`src/rtl/phase_seq_pkg.sv`:
```
// Shared definitions for the phase sequencer: state encoding and parameter defaults.
package phase_seq_pkg;

  localparam int DEF_COUNTER_BIT_COUNT = 16;
  localparam int DEF_NUM_PHASES        = 4;

  typedef enum logic [1:0] {
    ST_IDLE = 2'd0,
    ST_RUN  = 2'd1,
    ST_HOLD = 2'd2
  } seq_state_e;

endpackage

```
`src/rtl/phase_sequencer_count_core.sv`:
```
// Phase cycle counter: counts 0..terminal-1 while enabled and wraps to 0 after
// the terminal position. stop_count flags the last counted cycle.
module count_core
  import phase_seq_pkg::*;
#(
  parameter int W = DEF_COUNTER_BIT_COUNT
) (
  input  logic         clk,
  input  logic         nrst,
  input  logic         enable,
  input  logic         clear,
  input  logic [W-1:0] terminal,
  output logic [W-1:0] count,
  output logic         stop_count
);

  logic [W-1:0] r_count;
  logic [W-1:0] w_last_pos;

  // Last counted position of the phase; the caller never passes terminal = 0.
  always_comb begin
    w_last_pos = terminal - W'(1);
    stop_count = enable && (r_count == w_last_pos);
  end

  // Counter register: clear wins, then wrap at the terminal position, else step.
  always_ff @(posedge clk or negedge nrst) begin
    if (!nrst) begin
      r_count <= '0;
    end else if (clear) begin
      r_count <= '0;
    end else if (enable) begin
      if (stop_count) begin
        r_count <= '0;
      end else begin
        r_count <= r_count + W'(1);
      end
    end else begin
      r_count <= r_count;
    end
  end

  assign count = r_count;

endmodule

```
`src/rtl/phase_sequencer.sv`:
```
// Programmable multi-phase sequencer. Phase lengths are captured at start, each
// phase counts its length in cycles, and the sequence runs once or loops.
// A pause request takes effect on the following edge, so the frozen interval
// lasts exactly as many cycles as pause was held high.
module phase_sequencer
  import phase_seq_pkg::*;
#(
  parameter int COUNTER_BIT_COUNT = DEF_COUNTER_BIT_COUNT,
  parameter int NUM_PHASES        = DEF_NUM_PHASES
) (
  input  logic                                  clk,
  input  logic                                  nrst,
  input  logic                                  start,
  input  logic                                  abort,
  input  logic                                  pause,
  input  logic                                  repeat_mode,
  input  logic [NUM_PHASES*COUNTER_BIT_COUNT-1:0] phase_len,
  output logic                                  busy,
  output logic [$clog2(NUM_PHASES)-1:0]         phase_idx,
  output logic [COUNTER_BIT_COUNT-1:0]          count,
  output logic                                  phase_tick,
  output logic                                  seq_done
);

  localparam int IDX_W = $clog2(NUM_PHASES);

  seq_state_e                   r_state;
  seq_state_e                   w_next_state;
  logic [COUNTER_BIT_COUNT-1:0] r_shadow [NUM_PHASES];
  logic [IDX_W-1:0]             r_phase_idx;
  logic [COUNTER_BIT_COUNT-1:0] w_len_raw;
  logic [COUNTER_BIT_COUNT-1:0] w_term;
  logic                         w_enable;
  logic                         w_clear;
  logic                         w_stop;
  logic                         w_last_phase;
  logic                         w_accept;

  // Active phase length, with a programmed 0 treated as a single cycle.
  always_comb begin
    w_len_raw    = r_shadow[r_phase_idx];
    w_term       = (w_len_raw == '0) ? COUNTER_BIT_COUNT'(1) : w_len_raw;
    w_last_phase = (r_phase_idx == IDX_W'(NUM_PHASES - 1));
    w_accept     = (r_state == ST_IDLE) && start && !abort;
    w_enable     = (r_state == ST_RUN) && !abort;
    w_clear      = (r_state == ST_IDLE) || abort;
  end

  count_core #(
    .W (COUNTER_BIT_COUNT)
  ) u_count_core (
    .clk        (clk),
    .nrst       (nrst),
    .enable     (w_enable),
    .clear      (w_clear),
    .terminal   (w_term),
    .count      (count),
    .stop_count (w_stop)
  );

  // Tick and completion pulses; both are suppressed by abort via w_enable.
  always_comb begin
    phase_tick = 1'b0;
    seq_done   = 1'b0;
    if (w_stop) begin
      phase_tick = 1'b1;
      seq_done   = w_last_phase && !repeat_mode;
    end else begin
      phase_tick = 1'b0;
      seq_done   = 1'b0;
    end
  end

  // Next-state logic: abort outranks completion, pause and start.
  always_comb begin
    w_next_state = r_state;
    case (r_state)
      ST_IDLE: begin
        if (w_accept) begin
          w_next_state = ST_RUN;
        end else begin
          w_next_state = ST_IDLE;
        end
      end
      ST_RUN: begin
        if (abort || seq_done) begin
          w_next_state = ST_IDLE;
        end else if (pause) begin
          w_next_state = ST_HOLD;
        end else begin
          w_next_state = ST_RUN;
        end
      end
      ST_HOLD: begin
        if (abort) begin
          w_next_state = ST_IDLE;
        end else if (!pause) begin
          w_next_state = ST_RUN;
        end else begin
          w_next_state = ST_HOLD;
        end
      end
      default: begin
        w_next_state = ST_IDLE;
      end
    endcase
  end

  // State register.
  always_ff @(posedge clk or negedge nrst) begin
    if (!nrst) begin
      r_state <= ST_IDLE;
    end else begin
      r_state <= w_next_state;
    end
  end

  // Shadow lengths are captured only when a sequence is accepted.
  always_ff @(posedge clk or negedge nrst) begin
    if (!nrst) begin
      for (int i = 0; i < NUM_PHASES; i++) begin
        r_shadow[i] <= '0;
      end
    end else if (w_accept) begin
      for (int i = 0; i < NUM_PHASES; i++) begin
        r_shadow[i] <= phase_len[i*COUNTER_BIT_COUNT +: COUNTER_BIT_COUNT];
      end
    end else begin
      r_shadow <= r_shadow;
    end
  end

  // Phase index: cleared when idle or aborted, advanced (with wrap) on each tick.
  always_ff @(posedge clk or negedge nrst) begin
    if (!nrst) begin
      r_phase_idx <= '0;
    end else if (w_clear) begin
      r_phase_idx <= '0;
    end else if (w_stop) begin
      if (w_last_phase) begin
        r_phase_idx <= '0;
      end else begin
        r_phase_idx <= r_phase_idx + IDX_W'(1);
      end
    end else begin
      r_phase_idx <= r_phase_idx;
    end
  end

  assign phase_idx = r_phase_idx;
  assign busy      = (r_state != ST_IDLE);

endmodule

```
`config.mk`:
```
export PLATFORM = sky130hd
export DESIGN_NAME = phase_sequencer
export DESIGN_NICKNAME = d
export VERILOG_FILES = /design/src/rtl/phase_seq_pkg.sv /design/src/rtl/phase_sequencer_count_core.sv /design/src/rtl/phase_sequencer.sv
export SDC_FILE = /design/constraint.sdc
export NUM_CORES = 1
export LEC_CHECK = 0
export ABC_AREA = 1
export CAP_MARGIN = 15
export CORE_ASPECT_RATIO = 1.2
export CORE_MARGIN = 2
export CORE_UTILIZATION = 30
export DETAILED_ROUTE_END_ITERATION = 10
export PLACE_DENSITY = 0.57
export SYNTH_ARGS = -nofsm -noshare
export SYNTH_HDL_FRONTEND = slang
export SYNTH_HIERARCHICAL = 1
export SYNTH_SLANG_ARGS = --single-unit
```
`constraint.sdc`:
```
create_clock -name clk -period 9 [get_ports clk]
set_input_delay 1.8 -clock clk [delete_from_list [all_inputs] [get_ports clk]]
set_output_delay 1.8 -clock clk [all_outputs]
set_load 0.05 [all_outputs]
```
==> results.sh <==
export IMPL_stdcell_count=910
export IMPL_first_iter_violations=212
export IMPL_antenna_found_initial=0
export IMPL_cts_inserted_buffers=9
export IMPL_ant_nets=0
export IMPL_startpoint_type="flop"
export IMPL_grt_pass1_wl_um=20860
export IMPL_setup_violations=0
export IMPL_grt_pass1_vias=4049
export IMPL_fmax_ghz=0.1494
export IMPL_grtUsageTotal=0.1397
export IMPL_via_count=4026
export IMPL_p_leak_nw=3.303
export IMPL_finalCritPeriodShare=0.7440
export IMPL_hold_violations=0
export IMPL_period_minus_slack_ns=6.696
export IMPL_drt_wirelength_per_cell_um=13.77
export IMPL_routed_wl_um=12530
export IMPL_cts_hold_buffers=0
export IMPL_yosys_warnings=6
export IMPL_die_h_um=149.5
export IMPL_gp_congestion=0.8314
export IMPL_maxCapViolCount=0
export IMPL_tns_ns=0
export IMPL_ys_types=36
export IMPL_post_cts_buffers=0
export IMPL_synth_seq_area_share=0.3970
export IMPL_synth_seq_cells=84
export IMPL_final_fill_count=1767
export IMPL_regToRegSetupSlack_ns=4.83
export IMPL_antenna_cells=0
export IMPL_cts_tree="built"
export IMPL_maxSlewViolCount=0
export IMPL_grt_remaining_overflow=0
export IMPL_status="completed"
export IMPL_crit_fanout=37
export IMPL_grt_max_degree=84
export IMPL_required_ns=7.20
export IMPL_syn_avg_cell_area_um2=8.825
export IMPL_vdd_drop_max_v=0.00008086
export IMPL_place_ws_ns=2.520
export IMPL_initial_core_util=0.3036
export IMPL_rsz0062_at_grt="no"
export IMPL_cts_root_buf="clkbuf_16"
export IMPL_io_buffers=90
export IMPL_critPathCaptureType="output pin"
export IMPL_worst_pin_slew_ns=0.9121
export IMPL_nets=759
export IMPL_slew_headroom=0.3919
export IMPL_clock_sinks=84
export IMPL_syn_instance_count=600
export IMPL_die_w_um=125.3
export IMPL_path_clk_slew_ns=0.06
export IMPL_ctsLongestPathBuffers=2
export IMPL_clk_latency_ns=0.34
export IMPL_die_area_um2=18730
export IMPL_htree_levels=3
export IMPL_place_inst=892
export IMPL_r2r_cells=25
export IMPL_rows=53
export IMPL_stdcell_area_um2=6633
export IMPL_via_per_inst=4.424
export IMPL_drive_above_1_share=0.1870
export IMPL_hold_depth=1
export IMPL_place_area_um2=6322
export IMPL_skew_ns=0.008487
export IMPL_pin_count=91
export IMPL_syn_nets=673
export IMPL_p_per_area_nw_per_um2=177.7
export IMPL_worst_ep_arrival_time_ns=4.90
export IMPL_synthToLayoutAreaGrowth_pct=25.26
export IMPL_ctsResizeCount=0
export IMPL_cpMaxStageDelayCell="clkdlybuf4s50_1"
export IMPL_cp_common_cell="nand2_1"
export IMPL_setup_slack_ns=2.304
export IMPL_hp_class="flop to flop"
export IMPL_place_detailed_hpwl_um=9513
export IMPL_cpPeakStageDelay_ns=0.79
export IMPL_core_area_um2=17440
export IMPL_netlist_area_um2=5295
export IMPL_drc=0
export IMPL_drtPass1Iterations=4
export IMPL_path_class="flop to output pin"
per-layer routing:
layer | vias up | share of wire | track usage | wire [um]
li1 | 2073 | - | - | -
met2 | 73 | 0.49 | 0.2424 | 6081
met3 | 8 | 0.029 | 0.02252 | 367
met1 | 1872 | 0.47 | 0.1825 | 5934
met5 | - | 0 | 0 | 0
met4 | 0 | 0.012 | 0.03500 | 146
worst max-delay path: cells and delay by family (launching register included):
kind | cells | cell delay (ns)
buffers and inverters | 8 | 1.81
AND/OR/NAND/NOR | 15 | 1.67
AO/OA/AOI/OAI | 1 | 0.38
adder cells (fa/ha/maj) | 1 | 0.33
flip-flops | 1 | 0.32
registers in the layout (all words and copies together), names as in the netlist:
register and flops:
phase_idx 2, r_shadow 64, r_state 2, u_count_core/count 16
power breakdown:
part / internal [mW] / switching (mW) / total, mW
logic: 0.175 / 0.160 / 0.335
clock network: 0.195 / 0.155 / 0.350
registers: 0.447 / 0.0466 / 0.493
cell usage after synthesis:
| cell type | number | area, um^2 |
|---|---|---|
| nor3_1 | 2 | 10.01 |
| nand2_2 | 6 | 37.54 |
| ha_1 | 3 | 37.54 |
| a21oi_1 | 1 | 5.000 |
| nand3_2 | 9 | 90.09 |
| mux2_4 | 49 | 735.7 |
| clkbuf_1 | 1 | 3.750 |
| nor2_1 | 36 | 135.1 |
| nor3_2 | 2 | 20.02 |
| and3_1 | 1 | 6.260 |
| or2_2 | 1 | 6.260 |
| buf_6 | 12 | 135.1 |
| xor2_2 | 1 | 16.27 |
| nor2_2 | 6 | 37.54 |
| clkinv_1 | 1 | 3.750 |
| nand3b_1 | 5 | 37.54 |
| buf_4 | 1 | 7.510 |
| nand2_1 | 187 | 701.9 |
| buf_2 | 7 | 35.03 |
| a22oi_1 | 1 | 7.510 |
| o21ai_1 | 2 | 10.01 |
| nand4_2 | 2 | 25.02 |
| nand2_4 | 2 | 22.52 |
| inv_2 | 7 | 26.28 |
| and2_1 | 2 | 12.51 |
| nor2_8 | 1 | 20.02 |
| nand3_1 | 57 | 285.3 |
| xnor2_2 | 1 | 16.27 |
| o21ai_0 | 6 | 30.03 |
| xnor2_1 | 8 | 70.07 |
| inv_1 | 55 | 206.5 |
| mux2_2 | 15 | 168.9 |
| xor2_1 | 17 | 148.9 |
| nand4_1 | 4 | 25.02 |
| dfrtp_1 | 84 | 2102 |
| nor2_4 | 5 | 56.30 |
logic make-up after synthesis:
logic type | synth area share
flip-flops | 0.3970
AO/OA/AOI/OAI | 0.009924
buffers and inverters | 0.07892
XOR/XNOR | 0.04750
AND/OR/NAND/NOR | 0.2888
multiplexers | 0.1708
adder cells (fa/ha/maj) | 0.007090
per-stage QoR:
step	utilization	hold WS [ns]	power, mW
global placement	0.3625	0.4898	0.8327
finish	0.3803	0.5068	1.179
detailed placement	0.3625	0.4959	0.8351
global route	0.3803	0.5234	1.252
floorplan	-	0.4797	0.7368
CTS	0.3783	0.5109	1.193
worst paths after layout:
kind / to / startpoint
min in group asynchronous: r_shadow[31]$_DFFE_PN0N_ / nrst
max in group asynchronous: r_shadow[23]$_DFFE_PN0N_ / nrst
setup / recovery: seq_done / phase_idx[0]$_DFFE_PN0P_
setup reg to reg: r_state[0]$_DFF_PN0_ / phase_idx[0]$_DFFE_PN0P_
hold / removal: r_shadow[37]$_DFFE_PN0N_ / r_shadow[37]$_DFFE_PN0N_
hold reg to reg: r_shadow[37]$_DFFE_PN0N_ / r_shadow[37]$_DFFE_PN0N_
cell type report:
cell class,instances,area (um^2),share of cell area
Sequential cell,84,2102,0.3169
Inverter,63,236.5,0.03565
Timing Repair Buffer,96,955.9,0.1441
Clock buffer,11,242.7,0.03660
Multi-Input combinational cell,432,2788,0.4203
Tap cell,220,275.3,0.04150
Clock inverter,4,32.53,0.004905
placed cells by master (no fill, tap or decap), types with 2 or more instances in the layout:
cell	instances
nand2_2	6
nand2_1	187
nor2_4	5
nand3b_1	5
clkinvlp_4	2
nand2_4	2
clkdlybuf4s50_1	89
and2_1	2
nand3_1	56
nor3_1	2
nor2_2	6
dfrtp_1	84
mux2_2	15
nor3_2	2
ha_1	3
mux2_4	49
buf_4	6
xor2_1	17
nand4_2	2
nand3_2	9
nand4_1	4
o21ai_0	6
xnor2_1	8
inv_6	2
inv_2	7
inv_1	55
clkbuf_16	9
nor2_1	36
o21ai_1	2
(Power assumes the default switching activity.)
